[src/rtl/alu_mem_pkg.sv]
// Shared definitions for the ALU-with-memory engine.
//   op_t    : 4-bit command opcode (codes 9..15 are illegal)
//   state_t : control FSM states
//   FLAG_*  : bit positions inside the 4-bit {C, V, N, Z} flag vector
package alu_mem_pkg;

    typedef enum logic [3:0] {
        OP_NOP = 4'd0,
        OP_WR  = 4'd1,
        OP_RD  = 4'd2,
        OP_ADD = 4'd3,
        OP_SUB = 4'd4,
        OP_AND = 4'd5,
        OP_OR  = 4'd6,
        OP_XOR = 4'd7,
        OP_SHL = 4'd8
    } op_t;

    typedef enum logic [2:0] {
        IDLE = 3'd0,
        RD_A = 3'd1,
        RD_B = 3'd2,
        EXEC = 3'd3,
        RESP = 3'd4
    } state_t;

    localparam int FLAG_Z = 0;
    localparam int FLAG_N = 1;
    localparam int FLAG_V = 2;
    localparam int FLAG_C = 3;

    // Two-operand ops that read A and B and write back to D.
    function automatic logic is_alu_op(input logic [3:0] op);
        return (op >= 4'd3) && (op <= 4'd8);
    endfunction

    function automatic logic is_legal_op(input logic [3:0] op);
        return op <= 4'd8;
    endfunction

endpackage

[src/rtl/alu_mem_alu.sv]
// Combinational ALU for the engine.
//   i_op     : opcode (only ADD..SHL produce a result; anything else gives 0)
//   i_a, i_b : operands
//   o_result : result modulo 2^WIDTH
//   o_flags  : {C, V, N, Z} at FLAG_* positions
module alu_mem_alu
    import alu_mem_pkg::*;
#(
    parameter int WIDTH = 8
) (
    input  logic [3:0]       i_op,
    input  logic [WIDTH-1:0] i_a,
    input  logic [WIDTH-1:0] i_b,
    output logic [WIDTH-1:0] o_result,
    output logic [3:0]       o_flags
);

    logic [WIDTH:0] w_ext;
    logic           w_c;
    logic           w_v;

    always_comb begin
        w_ext    = '0;
        o_result = '0;
        w_c      = 1'b0;
        w_v      = 1'b0;
        case (i_op)
            OP_ADD: begin
                w_ext    = {1'b0, i_a} + {1'b0, i_b};
                o_result = w_ext[WIDTH-1:0];
                w_c      = w_ext[WIDTH];
                // Overflow: both operands share a sign the result lacks.
                w_v      = (i_a[WIDTH-1] == i_b[WIDTH-1]) && (o_result[WIDTH-1] != i_a[WIDTH-1]);
            end
            OP_SUB: begin
                // The extended difference goes negative exactly when A < B.
                w_ext    = {1'b0, i_a} - {1'b0, i_b};
                o_result = w_ext[WIDTH-1:0];
                w_c      = w_ext[WIDTH];
                w_v      = (i_a[WIDTH-1] != i_b[WIDTH-1]) && (o_result[WIDTH-1] != i_a[WIDTH-1]);
            end
            OP_AND: o_result = i_a & i_b;
            OP_OR:  o_result = i_a | i_b;
            OP_XOR: o_result = i_a ^ i_b;
            OP_SHL: begin
                o_result = {i_a[WIDTH-2:0], 1'b0};
                w_c      = i_a[WIDTH-1];
            end
            default: ;
        endcase
        o_flags         = '0;
        o_flags[FLAG_Z] = (o_result == '0);
        o_flags[FLAG_N] = o_result[WIDTH-1];
        o_flags[FLAG_V] = w_v;
        o_flags[FLAG_C] = w_c;
    end

endmodule

[src/rtl/alu_mem_unit.sv]
// ALU-with-memory engine: DEPTH x WIDTH operand store, one command at a time.
//   clk, rst                    : clock, asynchronous active-high reset
//   cmd_valid/cmd_ready         : command channel; fields latched on accept
//   cmd_op, cmd_addr_a/b/d      : opcode and source A / source B / destination
//   cmd_wdata                   : write data for WR
//   rsp_valid/rsp_ready         : response channel, one response per command
//   rsp_data, rsp_flags, rsp_err: result word, {C,V,N,Z}, illegal-opcode flag
//   dbg_state                   : current FSM state
// Handshake: a transfer happens on a rising edge where valid && ready are both
// high. The response holds its payload stable until it transfers, and no output
// depends combinationally on rsp_ready.
module alu_mem_unit
    import alu_mem_pkg::*;
#(
    parameter  int WIDTH = 8,
    parameter  int DEPTH = 16,
    localparam int AW    = $clog2(DEPTH)
) (
    input  logic             clk,
    input  logic             rst,
    input  logic             cmd_valid,
    output logic             cmd_ready,
    input  logic [3:0]       cmd_op,
    input  logic [AW-1:0]    cmd_addr_a,
    input  logic [AW-1:0]    cmd_addr_b,
    input  logic [AW-1:0]    cmd_addr_d,
    input  logic [WIDTH-1:0] cmd_wdata,
    output logic             rsp_valid,
    input  logic             rsp_ready,
    output logic [WIDTH-1:0] rsp_data,
    output logic [3:0]       rsp_flags,
    output logic             rsp_err,
    output state_t           dbg_state
);

    if (DEPTH < 2 || (DEPTH & (DEPTH - 1)) != 0) begin : g_bad_depth
        $error("alu_mem_unit: DEPTH must be a power of two and at least 2");
    end
    if (WIDTH < 2) begin : g_bad_width
        $error("alu_mem_unit: WIDTH must be at least 2");
    end

    state_t           r_state;
    state_t           w_next;
    logic [3:0]       r_op;
    logic [AW-1:0]    r_addr_a;
    logic [AW-1:0]    r_addr_b;
    logic [AW-1:0]    r_addr_d;
    logic [WIDTH-1:0] r_opa;
    logic [WIDTH-1:0] r_opb;
    logic [WIDTH-1:0] r_mem [DEPTH];
    logic [WIDTH-1:0] r_rsp_data;
    logic [3:0]       r_rsp_flags;
    logic             r_rsp_err;
    logic             w_accept;
    logic [WIDTH-1:0] w_alu_res;
    logic [3:0]       w_alu_flags;

    assign cmd_ready = (r_state == IDLE) && !rst;
    assign w_accept  = cmd_valid && cmd_ready;
    assign rsp_valid = (r_state == RESP);
    assign rsp_data  = r_rsp_data;
    assign rsp_flags = r_rsp_flags;
    assign rsp_err   = r_rsp_err;
    assign dbg_state = r_state;

    alu_mem_alu #(.WIDTH(WIDTH)) u_alu (
        .i_op     (r_op),
        .i_a      (r_opa),
        .i_b      (r_opb),
        .o_result (w_alu_res),
        .o_flags  (w_alu_flags)
    );

    always_ff @(posedge clk or posedge rst) begin
        if (rst) r_state <= IDLE;
        else     r_state <= w_next;
    end

    always_comb begin
        w_next = r_state;
        case (r_state)
            IDLE: if (w_accept) begin
                if (cmd_op == OP_RD || is_alu_op(cmd_op)) w_next = RD_A;
                else                                       w_next = RESP;
            end
            RD_A:    w_next = (r_op == OP_RD) ? RESP : RD_B;
            RD_B:    w_next = EXEC;
            EXEC:    w_next = RESP;
            RESP:    if (rsp_ready) w_next = IDLE;
            default: w_next = IDLE;
        endcase
    end

    // Datapath: storage, latched command fields, operands and response payload.
    // Reset clears the whole store, so an aborted command never writes back.
    always_ff @(posedge clk or posedge rst) begin
        if (rst) begin
            r_mem       <= '{default: '0};
            r_op        <= '0;
            r_addr_a    <= '0;
            r_addr_b    <= '0;
            r_addr_d    <= '0;
            r_opa       <= '0;
            r_opb       <= '0;
            r_rsp_data  <= '0;
            r_rsp_flags <= '0;
            r_rsp_err   <= 1'b0;
        end else begin
            case (r_state)
                IDLE: if (w_accept) begin
                    r_op        <= cmd_op;
                    r_addr_a    <= cmd_addr_a;
                    r_addr_b    <= cmd_addr_b;
                    r_addr_d    <= cmd_addr_d;
                    // WR, NOP and illegal codes respond straight away.
                    r_rsp_data  <= (cmd_op == OP_WR) ? cmd_wdata : '0;
                    r_rsp_flags <= '0;
                    r_rsp_err   <= !is_legal_op(cmd_op);
                    if (cmd_op == OP_WR) r_mem[cmd_addr_d] <= cmd_wdata;
                end
                RD_A: begin
                    r_opa <= r_mem[r_addr_a];
                    if (r_op == OP_RD) r_rsp_data <= r_mem[r_addr_a];
                end
                RD_B: r_opb <= r_mem[r_addr_b];
                EXEC: begin
                    r_mem[r_addr_d] <= w_alu_res;
                    r_rsp_data      <= w_alu_res;
                    r_rsp_flags     <= w_alu_flags;
                end
                default: ;
            endcase
        end
    end

endmodule

[config.mk]
export PLATFORM = sky130hd
export DESIGN_NAME = alu_mem_unit
export DESIGN_NICKNAME = d
export VERILOG_FILES = /design/src/rtl/alu_mem_pkg.sv /design/src/rtl/alu_mem_alu.sv /design/src/rtl/alu_mem_unit.sv
export SDC_FILE = /design/constraint.sdc
export NUM_CORES = 1
export LEC_CHECK = 0
export CAP_MARGIN = 25
export CORE_ASPECT_RATIO = 1.4
export CORE_UTILIZATION = 23
export CTS_CLUSTER_SIZE = 28
export DETAILED_ROUTE_END_ITERATION = 10
export PLACE_DENSITY_LB_ADDON = 0.15
export SETUP_SLACK_MARGIN = 0.2
export SLEW_MARGIN = 20
export SYNTH_ARGS = -nofsm -noshare
export SYNTH_HDL_FRONTEND = slang
export SYNTH_SLANG_ARGS = --single-unit
[constraint.sdc]
create_clock -name clk -period 14.6 [get_ports clk]
set_input_delay 2.92 -clock clk [delete_from_list [all_inputs] [get_ports clk]]
set_output_delay 2.92 -clock clk [all_outputs]
set_load 0.02 [all_outputs]
# Word level (Yosys, flattened, before mapping)
# Index checks and enable logic that the tools add are counted.
[classes]
n_addsub = 2
n_eq_ne = 21
n_mux = 29
reduce_logical = 19
order_cmp = 8
bitwise = 7
[ops]
columns = ["op", "count"]
rows = [
  ["$bwmux W128", 2],
  ["$mux W128", 2],
  ["$pmux W128 S2", 1],
  ["$mux W8", 9],
  ["$bmux W8 S4", 2],
  ["$demux W8 S4", 2],
  ["$pmux W8 S6", 1],
  ["$pmux W8 S3", 1],
  ["$ge A5 B5 Y1 const B", 4],
  ["$not A4 Y5", 4],
  ["$eq A4 B3 Y1 const B", 4],
  ["$pmux W3 S5", 1],
  ["$eq A4 B2 Y1 const B", 3],
  ["$mux W3", 4],
  ["$lt A5 B1 Y1 const B", 2],
  ["$add A8 B8 Y9", 1],
  ["$sub A8 B8 Y9", 1],
  ["$and A8 B8 Y8", 1],
  ["$logic_not A8 Y1", 1],
  ["$or A8 B8 Y8", 1],
  ["$pmux W4 S2", 1],
  ["$xor A8 B8 Y8", 1],
  ["$logic_and A1 B1 Y1", 7],
  ["$eq A3 B2 Y1 const B", 2],
  ["other kinds (20)", 28],
]
[totals]
elab_cells = 112
inputBits = 28
out_inout_bits = 18
ff_bits = 176

# Longest topological paths before layout
[logic_depth]
ltp_word = 9
ltp_mapped = 13
ltp_nobuf = 11

# Hierarchy
# Synthesis repeated with hierarchy kept, for this count alone.
[hier_totals]
cells_unflattened = 1117
hier_area_um2 = 11863.9
[by_module_without_submodules]
columns = ["module", "n_inst", "cells_per_inst", "seq_area_each_um2", "area_per_inst_um2"]
rows = [
  ["alu_mem_unit", 1, 899, 4404.2, 10321.1],
  ["alu_mem_alu", 1, 218, 0.0, 1542.7],
]

# Least setup slack after synthesis
# Ideal clock, no wire load.
[synth_path]
path_kind = "input port to output port"
start = "in rst"
end = "out cmd_ready"
path_stages = 1
path_buffers = 0
required_ns = 11.680
setup_slack_ns = 8.467
arrival_time_ns = 3.213
path_cell_list = "nor2_1"
[synth_via]
elab_chain_cells = 2
[synth_rtl]
columns = ["item", "line", "source"]
rows = [
  ["start: declaration", "alu_mem_unit.sv:20", "input logic rst,"],
  ["$logic_not A1 Y1 (no line)", "n/a", ""],
  ["$logic_and A1 B1 Y1", "alu_mem_unit.sv:59", "assign cmd_ready = (r_state == IDLE) && !rst;"],
  ["end: declaration", "alu_mem_unit.sv:22", "output logic cmd_ready,"],
]
# Every way passes these cells.

# Worst setup path in the final report
# Ends and elaborated chain as after synthesis.

==> impl_metrics.xml <==
<?xml version="1.0" encoding="UTF-8"?>
<metrics>
  <group name="clocking">
    <metric name="cts_buffers" unit="">17</metric>
    <metric name="cts-hold-fix-buffers" unit="">0</metric>
    <metric name="resize_count_post_cts" unit="">0</metric>
    <metric name="cts.repair_timing.setup_buffer_count" unit="">0</metric>
    <metric name="numClockSinks" unit="">176</metric>
    <metric name="tritoncts" unit="">done</metric>
    <metric name="cts_max_level" unit="">4</metric>
    <metric name="worst_setup_hold_path_clk_slew" unit="ns">0.07</metric>
    <metric name="cts_buffer_depth" unit="">2</metric>
    <metric name="insertion_delay" unit="ns">0.46</metric>
    <metric name="cts-root-buf" unit="">sky130_fd_sc_hd__clkbuf_16</metric>
  </group>
  <group name="setup_path">
    <metric name="cp_data_arrival_time" unit="ns">4.26</metric>
    <metric name="criticalPathCategory" unit="">in -&gt; out</metric>
    <metric name="critical_path_peak_fanout" unit="">4</metric>
    <metric name="startpoint_kind_of_the_worst_setup_timing_path" unit="">input pin</metric>
    <metric name="end_kind" unit="">output pin</metric>
    <metric name="cp.required" unit="ns">11.68</metric>
    <metric name="worstPathBufferInverterCount" unit="">2</metric>
    <metric name="worstPathCellList" unit="">clkdlybuf4s50_1 -&gt; nor2_1 -&gt; clkdlybuf4s50_1</metric>
    <metric name="cpLargestDelayFamily" unit="">buffers and inverters</metric>
    <metric name="critPathMostFrequentCell" unit="">sky130_fd_sc_hd__clkdlybuf4s50_1</metric>
    <metric name="crit_path_top_delay_cell" unit="">sky130_fd_sc_hd__clkdlybuf4s50_1</metric>
    <metric name="critical-path-max-stage-delay" unit="ns">0.62</metric>
  </group>
  <group name="timing">
    <metric name="hold_violations" unit="">0</metric>
    <metric name="max_slew.worst_pin.slew" unit="ns">0.9180</metric>
    <metric name="fin_setup_tns" unit="ns">0</metric>
    <metric name="timing.fmax" unit="GHz">0.1392</metric>
    <metric name="final.period_utilization" unit="%">49.20</metric>
    <metric name="fin_worst_hold_slack" unit="ns">0.4969</metric>
    <metric name="finalClockSkew" unit="ns">0.01338</metric>
    <metric name="rsz0062_at_grt" unit="">false</metric>
    <metric name="final-max-slew-violation-count" unit="">0</metric>
    <metric name="period_needed" unit="ns">7.183</metric>
    <metric name="final-setup-viol-count" unit="">0</metric>
    <metric name="timing.max_slew.rel_slack" unit="%">38.80</metric>
  </group>
  <group name="yosys">
    <metric name="ys_ff_latch" unit="">176</metric>
    <metric name="synth_area_per_cell" unit="sq um">10.85</metric>
    <metric name="async_reset_ff_share" unit="%">100.0</metric>
    <metric name="synth_flop_cell" unit="">sky130_fd_sc_hd__dfrtp_1</metric>
    <metric name="syn-num-nets" unit="">1126</metric>
    <metric name="synth-warning-count" unit="">0</metric>
    <metric name="syn_area" unit="sq mm">0.01163</metric>
    <metric name="synth-edff-count" unit="">0</metric>
    <metric name="ys_types" unit="">81</metric>
    <metric name="sequential_share_of_the_synthesized_area" unit="%">37.88</metric>
    <metric name="synthesis.instances" unit="">1072</metric>
  </group>
  <group name="floorplan">
    <metric name="die_y" unit="um">268.0</metric>
    <metric name="placeableCoreArea" unit="sq mm">0.05000</metric>
    <metric name="fp.dieW" unit="um">192.0</metric>
    <metric name="design.die.area" unit="sq mm">0.05147</metric>
    <metric name="ios" unit="">46</metric>
    <metric name="floorplan.initialDensity" unit="%">23.25</metric>
    <metric name="total_number_of_placement_rows" unit="">97</metric>
  </group>
  <group name="routing">
    <metric name="vias_per_cell" unit="">5.363</metric>
    <metric name="detailedRoute.firstPassIterationCount" unit="">8</metric>
    <metric name="topRoutingLayerUsed" unit="">met4</metric>
    <metric name="route.layer.met1.wl" unit="um">17020</metric>
    <metric name="drc" unit="">2</metric>
    <metric name="drtIter0Drc" unit="">576</metric>
    <metric name="dr_total_vias" unit="">9181</metric>
    <metric name="wl_met3" unit="um">967</metric>
    <metric name="met2RoutedLength" unit="um">23690</metric>
    <metric name="wl" unit="um">42830</metric>
    <metric name="routed_wire_length_per_instance" unit="um">25.02</metric>
    <metric name="drtAntennaViolNets" unit="">0</metric>
  </group>
  <group name="grt">
    <metric name="grt_start_max_net_pins" unit="">113</metric>
    <metric name="initial_antenna_violation_count" unit="">0</metric>
    <metric name="grt_first_pass_wirelength" unit="um">64690</metric>
    <metric name="grt_pass1_vias" unit="">9488</metric>
    <metric name="overflow_after_grt" unit="">0</metric>
    <metric name="combined_global_route_utilization_of_all_metal_layers" unit="%">17.32</metric>
  </group>
  <group name="cells_and_area">
    <metric name="final-seq-area" unit="sq mm">0.004407</metric>
    <metric name="multi_input_area" unit="sq mm">0.006535</metric>
    <metric name="drive_gt1_share" unit="%">16.84</metric>
    <metric name="antenna_cells" unit="">0</metric>
    <metric name="fillers" unit="">5312</metric>
    <metric name="nNetsFinal" unit="">1110</metric>
    <metric name="syn2layout_area_growth" unit="%">12.10</metric>
  </group>
  <group name="worst_hold_path">
    <metric name="min_path_type" unit="">reg -&gt; reg</metric>
  </group>
  <group name="power_and_ir_drop">
    <metric name="p_per_area" unit="mW/mm^2">219.2</metric>
    <metric name="power.static_leakage" unit="uW">0.004439</metric>
    <metric name="vdd_drop_max" unit="uV">74.22</metric>
  </group>
  <group name="place">
    <metric name="portBuffers" unit="">45</metric>
    <metric name="place.detailed.hpwl" unit="um">31140</metric>
    <metric name="final_estimated_routing_congestion_in_global_placement" unit="">0.7963</metric>
  </group>
  <group name="run">
    <metric name="drv.max_cap_violation_count" unit="">0</metric>
  </group>
  <group name="status">
    <metric name="result_of_the_run" unit="">complete, but fails checks</metric>
    <metric name="violated_checks" unit="">design-rule violations</metric>
  </group>
</metrics>
[report_power, final]
group          total [uW]  internal, uW  switching [uW]
sequential            923           685             238
clock                 519           294             224
combinational        1420           655             760
[cell usage after synthesis, types with 6 or more instances]
master,n,area [sq um]
sky130_fd_sc_hd__a21o_1,6,45.04
sky130_fd_sc_hd__a21oi_1,41,205.2
sky130_fd_sc_hd__a31oi_1,10,62.56
sky130_fd_sc_hd__buf_2,24,120.1
sky130_fd_sc_hd__buf_4,10,75.07
sky130_fd_sc_hd__buf_6,18,202.7
sky130_fd_sc_hd__clkbuf_1,28,105.1
sky130_fd_sc_hd__dfrtp_1,176,4404
sky130_fd_sc_hd__ha_1,24,300.3
sky130_fd_sc_hd__inv_1,29,108.9
sky130_fd_sc_hd__mux2_2,19,214.0
sky130_fd_sc_hd__mux2i_1,21,210.2
sky130_fd_sc_hd__mux4_2,72,1622
sky130_fd_sc_hd__nand2_1,56,210.2
sky130_fd_sc_hd__nand3_1,19,95.09
sky130_fd_sc_hd__nor2_1,96,360.4
sky130_fd_sc_hd__nor2b_1,14,87.58
sky130_fd_sc_hd__o211ai_1,7,52.55
sky130_fd_sc_hd__o21a_1,78,585.6
sky130_fd_sc_hd__o21ai_0,93,465.5
sky130_fd_sc_hd__o21ai_1,6,30.03
sky130_fd_sc_hd__o221ai_1,77,674.4
sky130_fd_sc_hd__o22a_1,17,148.9
sky130_fd_sc_hd__o22ai_1,8,50.05
sky130_fd_sc_hd__o22ai_4,10,200.2
[path summary, 6_finish.rpt]
path | depth (start not counted) | startpoint | slack [ns] | endpoint
worst max-delay path | 3 | rst | 7.42 | cmd_ready
worst min-delay path | 2 | rsp_err$_DFFE_PP0P_ | 0.50 | rsp_err$_DFFE_PP0P_
worst max register to register | 9 | r_opa[1]$_DFFE_PP0N_ | 11.30 | r_mem[63]$_DFFE_PP0P_
worst min register to register | 2 | rsp_err$_DFFE_PP0P_ | 0.50 | rsp_err$_DFFE_PP0P_
max in group asynchronous | 3 | rst | 10.13 | r_addr_a[0]$_DFFE_PP0P_
min in group asynchronous | 2 | rst | 3.05 | dbg_state[0]$_DFFE_PP0P_
[cells by family (layout without fill, tap and decap cells)]
group	Yosys count	count (layout)	share of synthesized area, %
buffers and inverters	120	117	5.983
AOI/OAI and AO/OA	391	391	24.69
muxes	112	112	17.59
adders and majority gates	26	26	2.927
DFF	176	176	37.88
xor gates and xnor gates	5	5	0.3766
and+or+nand+nor	242	242	10.56
[flip-flops by register name, summed over array words and instances (netlist names)]
signal and count:
r_mem 128, r_opa 8, r_opb 8, rsp_data 8
r_addr_a 4, r_addr_b 4, r_addr_d 4, r_op 4
rsp_flags 4, dbg_state 3, rsp_err 1
[placed cells by master, fill, tap and decap left out, types with 11 or more instances in the layout]
cell,count
sky130_fd_sc_hd__clkdlybuf4s50_1,45
sky130_fd_sc_hd__o221ai_1,77
sky130_fd_sc_hd__nand3_1,19
sky130_fd_sc_hd__mux2_2,19
sky130_fd_sc_hd__clkbuf_16,17
sky130_fd_sc_hd__o21a_1,78
sky130_fd_sc_hd__ha_1,24
sky130_fd_sc_hd__nor2b_1,14
sky130_fd_sc_hd__dfrtp_1,174
sky130_fd_sc_hd__o21ai_0,93
sky130_fd_sc_hd__mux4_2,72
sky130_fd_sc_hd__mux2i_1,21
sky130_fd_sc_hd__inv_1,28
sky130_fd_sc_hd__nand2_1,55
sky130_fd_sc_hd__o22a_1,17
sky130_fd_sc_hd__nor2_1,96
sky130_fd_sc_hd__buf_4,11
sky130_fd_sc_hd__a21oi_1,41
[worst min-delay path, cell delays in order (launching register included)]
cell and delay [ns]:
sky130_fd_sc_hd__dfrtp_1 0.35, sky130_fd_sc_hd__nand2_1 0.05, sky130_fd_sc_hd__o21ai_0 0.06
[metrics by stage]
stage                     instances  util (%)  area (sq um)  power [uW]  setup WS [ns]
after floorplan                1072         -         11630        1920          6.906
after global placement         1679     24.77         12390        2338          7.378
after detailed placement       1679     24.77         12390        2352          7.402
after CTS                      1711     26.05         13030        2877          7.385
after global routing           1712     26.07         13030        3039          7.334
final                          1712     26.07         13030        2857          7.417
[per-layer routing]
metal  track usage, %  vias up
met5                0        -
met4            6.044        0
met3            1.920       60
met2            32.91      202
met1            19.71     4816
li1                 -     4103
[final cells by class]
type                            count  share of cell area (%)
Sequential cell                   176                   33.81
Clock inverter                     14                   1.526
Clock buffer                       18                   3.369
Multi-Input combinational cell    776                   50.14
Inverter                           29                  0.8928
Tap cell                          643                   6.173
Timing Repair Buffer               56                   4.089
Note: power is estimated with default switching activity, not from simulation.
